<file path="config.mk">
export PLATFORM = sky130hd
export DESIGN_NAME = issue_queue
export DESIGN_NICKNAME = d
export VERILOG_FILES = /design/src/rtl/issue_queue.sv
export SDC_FILE = /design/constraint.sdc
export NUM_CORES = 1
export LEC_CHECK = 0
export BUFFER_PORTS_ARGS = -buffer_cell sky130_fd_sc_hd__buf_2
export CAP_MARGIN = 30
export CORE_ASPECT_RATIO = 1.5
export CORE_MARGIN = 2
export CORE_UTILIZATION = 50
export DETAILED_ROUTE_END_ITERATION = 6
export PLACE_DENSITY = 0.69
export RECOVER_POWER = 25
export SLEW_MARGIN = 0
export SYNTH_ARGS = -nofsm -noshare
export SYNTH_HDL_FRONTEND = slang
export SYNTH_SLANG_ARGS = --single-unit
</file>
<file path="constraint.sdc">
create_clock -name clk -period 7.2 [get_ports clk]
set_input_delay 0.36 -clock clk [delete_from_list [all_inputs] [get_ports clk]]
set_output_delay 0.36 -clock clk [all_outputs]
set_load 0.005 [all_outputs]
</file>
<file path="src/rtl/issue_queue.sv">
// Oldest-first collapsing issue queue: holds renamed uops until both sources are
// ready, then selects the oldest eligible entry into a registered output slot.
module issue_queue #(
    parameter int DEPTH     = 8,
    parameter int PREG_W    = 6,
    parameter int PAYLOAD_W = 32,
    parameter int NUM_WAKE  = 4
) (
    input  logic                         clk,
    input  logic                         rst,
    input  logic                         flush,
    input  logic                         disp_valid,
    output logic                         disp_ready,
    input  logic [PREG_W-1:0]            disp_src1_index,
    input  logic [PREG_W-1:0]            disp_src2_index,
    input  logic                         disp_src1_rdy,
    input  logic                         disp_src2_rdy,
    input  logic [PREG_W-1:0]            disp_dst_index,
    input  logic [PAYLOAD_W-1:0]         disp_payload,
    input  logic [NUM_WAKE-1:0]          wake_valid,
    input  logic [NUM_WAKE*PREG_W-1:0]   wake_tag,
    output logic                         sel_valid,
    input  logic                         sel_ready,
    output logic [PREG_W-1:0]            sel_src1_index,
    output logic [PREG_W-1:0]            sel_src2_index,
    output logic [PREG_W-1:0]            sel_dst_index,
    output logic [PAYLOAD_W-1:0]         sel_payload,
    output logic [$clog2(DEPTH+1)-1:0]   count
);
    localparam int CW = $clog2(DEPTH+1);

    function automatic logic wake_hit(input logic [PREG_W-1:0]          idx,
                                      input logic [NUM_WAKE-1:0]        wv,
                                      input logic [NUM_WAKE*PREG_W-1:0] wt);
        logic hit;
        hit = 1'b0;
        for (int l = 0; l < NUM_WAKE; l++) begin
            hit = hit | (wv[l] & (wt[l*PREG_W +: PREG_W] == idx));
        end
        return hit;
    endfunction

    logic [PREG_W-1:0]    src1_r [DEPTH];
    logic [PREG_W-1:0]    src2_r [DEPTH];
    logic [PREG_W-1:0]    dst_r  [DEPTH];
    logic [PAYLOAD_W-1:0] pay_r  [DEPTH];
    logic [DEPTH-1:0]     rdy1_r;
    logic [DEPTH-1:0]     rdy2_r;
    logic [CW-1:0]        count_r;

    logic                 sel_valid_r;
    logic [PREG_W-1:0]    sel_src1_r;
    logic [PREG_W-1:0]    sel_src2_r;
    logic [PREG_W-1:0]    sel_dst_r;
    logic [PAYLOAD_W-1:0] sel_pay_r;

    logic [DEPTH-1:0]     elig_s;
    logic                 any_elig_s;
    logic [CW-1:0]        take_idx_s;
    logic [PREG_W-1:0]    take_src1_s;
    logic [PREG_W-1:0]    take_src2_s;
    logic [PREG_W-1:0]    take_dst_s;
    logic [PAYLOAD_W-1:0] take_pay_s;
    logic                 slot_free_s;
    logic                 take_s;
    logic                 disp_fire_s;
    logic                 disp_rdy1_s;
    logic                 disp_rdy2_s;
    logic [CW-1:0]        wr_pos_s;
    logic [CW-1:0]        n_count_s;

    logic [PREG_W-1:0]    n_src1_s [DEPTH];
    logic [PREG_W-1:0]    n_src2_s [DEPTH];
    logic [PREG_W-1:0]    n_dst_s  [DEPTH];
    logic [PAYLOAD_W-1:0] n_pay_s  [DEPTH];
    logic [DEPTH-1:0]     n_rdy1_s;
    logic [DEPTH-1:0]     n_rdy2_s;

    assign disp_ready     = (count_r != CW'(DEPTH));
    assign count          = count_r;
    assign sel_valid      = sel_valid_r;
    assign sel_src1_index = sel_src1_r;
    assign sel_src2_index = sel_src2_r;
    assign sel_dst_index  = sel_dst_r;
    assign sel_payload    = sel_pay_r;

    // Oldest-eligible select; scanning downward leaves the lowest index winning.
    always_comb begin
        any_elig_s  = 1'b0;
        take_idx_s  = {CW{1'b0}};
        take_src1_s = {PREG_W{1'b0}};
        take_src2_s = {PREG_W{1'b0}};
        take_dst_s  = {PREG_W{1'b0}};
        take_pay_s  = {PAYLOAD_W{1'b0}};
        for (int i = DEPTH - 1; i >= 0; i--) begin
            elig_s[i]   = rdy1_r[i] & rdy2_r[i] & (CW'(i) < count_r);
            take_idx_s  = elig_s[i] ? CW'(i)    : take_idx_s;
            take_src1_s = elig_s[i] ? src1_r[i] : take_src1_s;
            take_src2_s = elig_s[i] ? src2_r[i] : take_src2_s;
            take_dst_s  = elig_s[i] ? dst_r[i]  : take_dst_s;
            take_pay_s  = elig_s[i] ? pay_r[i]  : take_pay_s;
        end
        any_elig_s  = |elig_s;
        slot_free_s = ~sel_valid_r | sel_ready;
        take_s      = slot_free_s & any_elig_s;
        disp_fire_s = disp_valid & disp_ready;
        wr_pos_s    = count_r - CW'(take_s);
        n_count_s   = count_r + CW'(disp_fire_s) - CW'(take_s);
        disp_rdy1_s = disp_src1_rdy | (disp_src1_index == {PREG_W{1'b0}})
                    | wake_hit(disp_src1_index, wake_valid, wake_tag);
        disp_rdy2_s = disp_src2_rdy | (disp_src2_index == {PREG_W{1'b0}})
                    | wake_hit(disp_src2_index, wake_valid, wake_tag);
    end

    // Next entry contents: collapse over the taken entry, apply wakeups, then append dispatch.
    always_comb begin
        for (int i = 0; i < DEPTH; i++) begin
            n_src1_s[i] = src1_r[i];
            n_src2_s[i] = src2_r[i];
            n_dst_s[i]  = dst_r[i];
            n_pay_s[i]  = pay_r[i];
            n_rdy1_s[i] = rdy1_r[i];
            n_rdy2_s[i] = rdy2_r[i];
        end
        for (int i = 0; i < DEPTH - 1; i++) begin
            if (take_s && (CW'(i) >= take_idx_s)) begin
                n_src1_s[i] = src1_r[i+1];
                n_src2_s[i] = src2_r[i+1];
                n_dst_s[i]  = dst_r[i+1];
                n_pay_s[i]  = pay_r[i+1];
                n_rdy1_s[i] = rdy1_r[i+1];
                n_rdy2_s[i] = rdy2_r[i+1];
            end else begin
                n_src1_s[i] = n_src1_s[i];
            end
        end
        for (int i = 0; i < DEPTH; i++) begin
            n_rdy1_s[i] = n_rdy1_s[i] | wake_hit(n_src1_s[i], wake_valid, wake_tag);
            n_rdy2_s[i] = n_rdy2_s[i] | wake_hit(n_src2_s[i], wake_valid, wake_tag);
            if (disp_fire_s && (CW'(i) == wr_pos_s)) begin
                n_src1_s[i] = disp_src1_index;
                n_src2_s[i] = disp_src2_index;
                n_dst_s[i]  = disp_dst_index;
                n_pay_s[i]  = disp_payload;
                n_rdy1_s[i] = disp_rdy1_s;
                n_rdy2_s[i] = disp_rdy2_s;
            end else begin
                n_dst_s[i]  = n_dst_s[i];
            end
        end
    end

    // State update: reset, then flush, then normal queue/slot advance.
    always_ff @(posedge clk) begin
        if (rst) begin
            count_r     <= {CW{1'b0}};
            sel_valid_r <= 1'b0;
            sel_src1_r  <= {PREG_W{1'b0}};
            sel_src2_r  <= {PREG_W{1'b0}};
            sel_dst_r   <= {PREG_W{1'b0}};
            sel_pay_r   <= {PAYLOAD_W{1'b0}};
            rdy1_r      <= {DEPTH{1'b0}};
            rdy2_r      <= {DEPTH{1'b0}};
            for (int i = 0; i < DEPTH; i++) begin
                src1_r[i] <= {PREG_W{1'b0}};
                src2_r[i] <= {PREG_W{1'b0}};
                dst_r[i]  <= {PREG_W{1'b0}};
                pay_r[i]  <= {PAYLOAD_W{1'b0}};
            end
        end else if (flush) begin
            count_r     <= {CW{1'b0}};
            sel_valid_r <= 1'b0;
        end else begin
            count_r <= n_count_s;
            rdy1_r  <= n_rdy1_s;
            rdy2_r  <= n_rdy2_s;
            for (int i = 0; i < DEPTH; i++) begin
                src1_r[i] <= n_src1_s[i];
                src2_r[i] <= n_src2_s[i];
                dst_r[i]  <= n_dst_s[i];
                pay_r[i]  <= n_pay_s[i];
            end
            if (slot_free_s) begin
                sel_valid_r <= any_elig_s;
                if (any_elig_s) begin
                    sel_src1_r <= take_src1_s;
                    sel_src2_r <= take_src2_s;
                    sel_dst_r  <= take_dst_s;
                    sel_pay_r  <= take_pay_s;
                end
            end
        end
    end
endmodule

</file>
==> results_dict.tcl, run 1 <==
set metrics [dict create \
    status "finished, violations left" \
    violations_in_the_final_reports "capacitance limit, slew limit" \
    design.die.area_um2 64000 \
    n_fill_cell 5619 \
    post_synthesis_compound_gate_area_fraction_pct 16.1 \
    via_count_of_the_first_global_routing_pass 27714 \
    maxCapViolCount 2 \
    global_route_wire_length_before_repair_um 177000 \
    timing.slew.headroom_pct -223 \
    met3_length_um 12800 \
    fin_worst_hold_slack_ns 0.173 \
    cp.required_ns 7.50 \
    ys_top_cells_by_area "edfxtp_1 39%, xnor2_1 8.0%, nand2_1 7.6%" \
    post_synth_simple_gate_area_pct 20.2 \
    timing.critical_path.from_type "flop" \
    drive_above_1_share_pct 8.27 \
    synth_xor_xnor_area_share_pct 12.1 \
    synth.cells.most_frequent "625 x nand2_1, 400 x edfxtp_1, 348 x clkbuf_1, 337 x nor2_1, 332 x a21oi_1" \
    globalplace.congestion 1.04 \
    synth_enable_flop_cells 400 \
    critPathSlowestCell "clkbuf_1" \
    crit_family "buffers and inverters" \
    critical-path-max-stage-delay_ns 1.94 \
    grt_overflow_total 0 \
    detailedRoute.firstIterationViolations 3227 \
    grtUsageTotal_pct 36.4 \
    part_of_the_cycle_the_worst_path_needs_pct 90.4 \
    ys_ff_latch 471 \
    critical_path.most_common_cell "nor3_1" \
    cts_tree "yes" \
    reg2reg_depth 13 \
    placement.cell_area_um2 31900 \
    total_of_buffers_placed_on_input_and_output_ports 140 \
    rr_endpoint "sel_dst_index[0]" \
    timing.reg2reg.setup_slack_ns 0.69 \
    die_ht_um 309 \
    synth_top_family_by_area "simple AND/OR/NAND/NOR gates" \
    rsz0062_at_grt "false" \
    fmax_mhz 154 \
    ys_warn_count 0 \
    yosys.area.top_type_share_pct 38.8 \
    worst_slew_pin_slew_ns 4.85 \
    synth_fa_ha_area_share_pct 0.468 \
    synthesis.area_um2 31000 \
    cts_buffer_depth 3 \
    hold_depth 2 \
    hold_path_end "pay_r[1][114]" \
    fin_setup_tns_ns 0 \
    grt_start_max_net_pins 200 \
    vias_per_cell 6.68 \
    vdd_drop_max_v 0.000192 \
    dominantRegCellSynth "edfxtp_1" \
    vias 28580 \
    ys_types 73 \
    io_pins 141 \
    cp_num_buf_inv 3 \
    post_cts.repair.setup_buffers 0 \
    totalWireLength_um 119000 \
    cts_made_buffers 48 \
    flow.area_growth_from_synthesis_pct 8.04 \
    routedLengthMet1_um 40800 \
    synth.area.mux_share_pct 2.62 \
    nets 3542 \
    numClockSinks 471 \
    drt-pass1-iter-count 6 \
    postRouteAntennaNets 0 \
    synth.net_count 3670 \
    worst_hold_startpoint "disp_payload[18]" \
    report.final.setup_viol 0 \
    row_count 111 \
    critPathArrivalTime_ns 6.81 \
    synth_area_per_cell_um2 8.67 \
    core_um2 61200 \
    synth_cells 3574 \
    clock_skew_ns 0.0234 \
    count_of_final_hold_check_violations 0 \
    remaining_drc_errors 0 \
    worst_r2r_startpoint "count[2]" \
    timing.critical_path.to_type "flop" \
    clock_pin_slew_of_the_registers_on_the_worst_case_setup_and_hold_paths_ns 0.07 \
    async_reset_ff_share_pct 0 \
    wl_met2_um 55000 \
    powerDensity_nw_per_um2 203 \
    finalCriticalPeriod_ns 6.51 \
    post_cts.resized_instances 0 \
    final_max_slew_viol_count 144 \
    leading_cell_type_by_number_of_instances_after_synthesis "nand2_1" \
    wl_per_cell_um 27.8 \
    setup.worst_path.class "reg2reg" \
    die_width_um 207 \
    power.leakage_nw 11.8 \
    initial_utilization_pct 50.6 \
    power_w 0.00681 \
    detailedPlacementHpwl_um 72800 \
    worstPathCellList "inv_1, ha_1, and3b_2, clkbuf_1, nand2_2, clkbuf_2, a311oi_1, o311a_1, nor3_1, a211oi_1, nor3_1, a211oi_1, nor3_1" \
    total_of_hold_buffers_inserted_after_clock_tree_synthesis 0 \
    hold_path.class "in2reg" \
    htree_levels 2 \
    clock_latency_ns 0.62 \
    topRoutingLayerUsed "met5" \
    worst_path_maximum_fanout 51 \
    number_of_antenna_violations_at_the_first_check_in_global_routing 4 \
    layout.cell_area.non_filler_um2 33500 \
    cts_root_buffer "clkbuf_16" \
    synth_sequential_area_ratio_pct 43.3 \
    yosysTopAreaCell "edfxtp_1" \
]
-- power by group --
part | internal, W | switching [W]
combinational | 0.000315 | 0.000643
clock | 0.00142 | 0.00116
sequential | 0.00314 | 0.000134
-- cells in the final DEF, fill, tap and decap left out, drive strengths merged, types with 7 or more instances in the layout --
cell type / netlist / layout
nor3: 158 / 158
nor2: 337 / 337
and2: 9 / 9
ha: 10 / 10
xor2: 145 / 145
a31oi: 13 / 13
o221ai: 7 / 7
o22ai: 9 / 9
o21ai: 30 / 30
edfxtp: 400 / 400
nor4: 59 / 59
o311a: 45 / 45
buf: 37 / 163
clkbuf: 348 / 110
nand2: 625 / 625
a21oi: 333 / 333
nor2b: 55 / 55
inv: 35 / 37
a211oi: 178 / 178
and3: 52 / 52
mux2i: 74 / 74
or2: 8 / 8
a221oi: 10 / 10
nand3: 25 / 25
or4: 7 / 7
nand4: 62 / 62
dfxtp: 71 / 71
xnor2: 283 / 283
o211ai: 11 / 11
clkinv: 1 / 14
a311oi: 56 / 56
-- worst max path at each step --
stage               cells after the start  slack (ns)                end     start
CTS                                    17        1.58       pay_r[0][79]  count[2]
detailed placement                     17        1.62       pay_r[0][84]  count[2]
global route                           13        0.62  sel_src1_index[2]  count[2]
global placement                       17        1.76       pay_r[0][93]  count[2]
floorplan                              17        1.21       dst_r[0][18]  count[2]
finish                                 13        0.69   sel_dst_index[0]  count[2]
-- stage by stage --
step	setup slack (ns)	std cells	util, %
after detailed placement	1.62	4185	52.2
after floorplan	1.21	3574	-
after global placement	1.76	4181	52.0
final	0.694	4276	54.7
after global routing	0.616	4276	54.7
after CTS	1.58	4273	54.7
-- layout make-up --
class                   instances  area [um^2]  area share (%)
inverters                      36          136           0.407
well taps                     791          990            2.96
repair buffers                207         1240            3.70
flip-flops and latches        471        13400            40.1
clock inverters                22          248           0.740
multi-input cells            2682        16100            48.2
diodes                          1         2.50         0.00747
clock buffers                  66         1300            3.88
-- cells by family after synthesis --
group | count (synthesis)
AOI/OAI and AO/OA | 749
xor gates and xnor gates | 428
adders and majority gates | 11
buffers and inverters | 421
DFF | 471
muxes | 77
and+or+nand+nor | 1417
-- metal layers --
layer	up-vias	GRT usage (%)
met5	-	0
met1	13619	41.3
met4	4	26.8
li1	12437	-
met2	1902	59.6
met3	618	9.20
-- sequential cells by signal, indices dropped and copies added (netlist names), 8 cells and up --
signal	flops
rdy2_r	8
sel_payload	32
pay_r	256
src2_r	48
rdy1_r	8
src1_r	48
dst_r	48
No activity file was read; power rests on OpenSTA's default activity.
==> inputs of run 2 (changes only) <==
--- a/config.mk
+++ b/config.mk
@@ -7,7 +7,6 @@
 export LEC_CHECK = 0
 export BUFFER_PORTS_ARGS = -buffer_cell sky130_fd_sc_hd__buf_2
 export CAP_MARGIN = 30
-export CORE_ASPECT_RATIO = 1.5
 export CORE_MARGIN = 2
 export CORE_UTILIZATION = 50
 export DETAILED_ROUTE_END_ITERATION = 6
==> run 2 against run 1 <==
The flow still finishes with violations (capacitance limit, slew limit). Combinational power down 0.6%. Hold slack got worse by 0.019 ns. Sequential cell count unchanged. Utilization hardly changed. Non-clock buffer count is 4 lower. Sequential share of layout area fell by 0.13 points.
==> results_dict.tcl, run 2 (synthesis gave the netlist of run 1 again) <==
set metrics [dict create \
    grt_overflow_total 0 \
    routedLengthMet1_um 44800 \
    reg2reg_depth 17 \
    cts_root_buffer "clkbuf_16" \
    fin_setup_tns_ns 0 \
    total_of_buffers_placed_on_input_and_output_ports 140 \
    cp_num_buf_inv 3 \
    worst_path_maximum_fanout 47 \
    multiInputGateArea_um2 16100 \
    drive_above_1_share_pct 8.51 \
    final_max_slew_viol_count 183 \
    part_of_the_cycle_the_worst_path_needs_pct 89.0 \
    via_count_of_the_first_global_routing_pass 26487 \
    cts_made_buffers 52 \
    timing.critical_path.to_type "flop" \
    violations_in_the_final_reports "capacitance limit, slew limit" \
    vdd_drop_max_v 0.000183 \
    maxCapViolCount 5 \
    vias 28057 \
    timing.reg2reg.setup_slack_ns 1.01 \
    crit_family "buffers and inverters" \
    count_of_final_hold_check_violations 0 \
    postRouteAntennaNets 0 \
    drt-pass1-iter-count 6 \
    power.leakage_nw 11.8 \
    cp.required_ns 7.76 \
    topRoutingLayerUsed "met5" \
    powerDensity_nw_per_um2 205 \
    clock_pin_slew_of_the_registers_on_the_worst_case_setup_and_hold_paths_ns 0.06 \
    register_area_um2 13400 \
    max_ffs_per_register 256 \
    hold_depth 2 \
    critical-path-max-stage-delay_ns 2.48 \
    htree_levels 2 \
    core_um2 61500 \
    globalplace.congestion 0.970 \
    final_common_cell "nand2_1" \
    final_cell_mix "622 x nand2_1, 400 x edfxtp_1, 332 x a21oi_1, 332 x nor2_1, 283 x xnor2_1" \
    global_route_wire_length_before_repair_um 166000 \
    design.die.area_um2 64000 \
    vias_per_cell 6.56 \
    io_pins 141 \
    totalWireLength_um 111000 \
    critPathSlowestCell "clkinvlp_2" \
    largest_register "pay_r" \
    worst_slew_pin_slew_ns 3.88 \
    die_width_um 253 \
    rr_endpoint "pay_r[1][65]" \
    worst_hold_startpoint "disp_payload[26]" \
    report.final.setup_viol 0 \
    timing.slew.headroom_pct -158 \
    clock_skew_ns 0.0241 \
    detailedRoute.firstIterationViolations 3876 \
    placedCellCount 4180 \
    status "finished, violations left" \
    clock_latency_ns 0.63 \
    worst_r2r_startpoint "count[2]" \
    number_of_antenna_violations_at_the_first_check_in_global_routing 5 \
    setup.worst_path.class "in2reg" \
    post_cts.repair.setup_buffers 0 \
    wl_met2_um 46200 \
    total_of_hold_buffers_inserted_after_clock_tree_synthesis 0 \
    critPathArrivalTime_ns 6.97 \
    grtUsageTotal_pct 34.2 \
    cts_buffer_depth 3 \
    met3_length_um 15300 \
    remaining_drc_errors 0 \
    numClockSinks 471 \
    wl_per_cell_um 26.0 \
    hold_path_end "pay_r[1][122]" \
    nets 3542 \
    fmax_mhz 156 \
    finalCriticalPeriod_ns 6.41 \
    grt_start_max_net_pins 187 \
    row_count 91 \
    stdcell_count 4280 \
    rsz0062_at_grt "false" \
    initial_utilization_pct 50.4 \
    hold_path.class "in2reg" \
    flow.area_growth_from_synthesis_pct 8.39 \
    detailedPlacementHpwl_um 66400 \
    n_fill_cell 5606 \
    timing.critical_path.from_type "input port" \
    post_cts.resized_instances 0 \
    cts_tree "yes" \
    die_ht_um 253 \
    worstPathCellList "clkbuf_1, nor2b_1, clkinvlp_2, buf_4, nand2_1, a221oi_1, o41ai_1, nor4_1, nor2_1" \
]
## run 2: where the power goes
part	internal [W]	switching, W	leakage, nW
registers	0.00314	0.000125	4.76
clock network	0.00149	0.00118	0.827
logic	0.000316	0.000636	6.23
total	0.00494	0.00194	11.8
## run 2: worst reg2reg max path: cells and delay by family (launching register included)
family                     cells  cell delay [ns]
buffers and inverters          4             1.49
AOI/OAI and AO/OA              4             1.48
and+or+nand+nor                6             1.60
adders and majority gates      3             0.96
DFF                            1             0.35
## run 2: layout make-up
type / instances / area share [%]
multi-input combinational: 2682 / 48.0
sequential: 471 / 40.0
clock buffer: 72 / 4.34
timing repair buffer: 203 / 3.65
tap: 790 / 2.94
clock inverter: 25 / 0.633
inverter: 36 / 0.406
antenna: 1 / 0.00745
## run 2: metrics by stage
step           util (%)  worst slack (ns)  total power (W)  hold slack [ns]  instance area [um^2]
2_1_floorplan         -              1.21          0.00392            0.451                 31000
3_3_place_gp       51.8              1.52          0.00421            0.475                 31800
3_5_place_dp       51.9              1.44          0.00423            0.476                 31900
4_1_cts            54.6              1.41          0.00686            0.137                 33600
5_1_grt            54.6             0.551          0.00706            0.169                 33600
6_report           54.6             0.790          0.00688            0.154                 33600
## run 2: worst max path at each step
stage	startpoint	endpoint	slack, ns	cells past startpoint
after global routing	flush	rdy1_r[3]	0.55	9
after floorplan	count[2]	dst_r[0][18]	1.21	17
final	flush	rdy1_r[3]	0.79	9
after detailed placement	count[2]	pay_r[1][73]	1.44	17
after CTS	count[2]	pay_r[1][65]	1.41	17
after global placement	count[2]	pay_r[1][73]	1.52	17
## run 2: metal layers
metal | up-vias | track usage, %
met2 | 1999 | 49.7
met5 | - | 0
li1 | 12445 | -
met1 | 13243 | 48.2
met4 | 8 | 14.6
met3 | 362 | 8.51
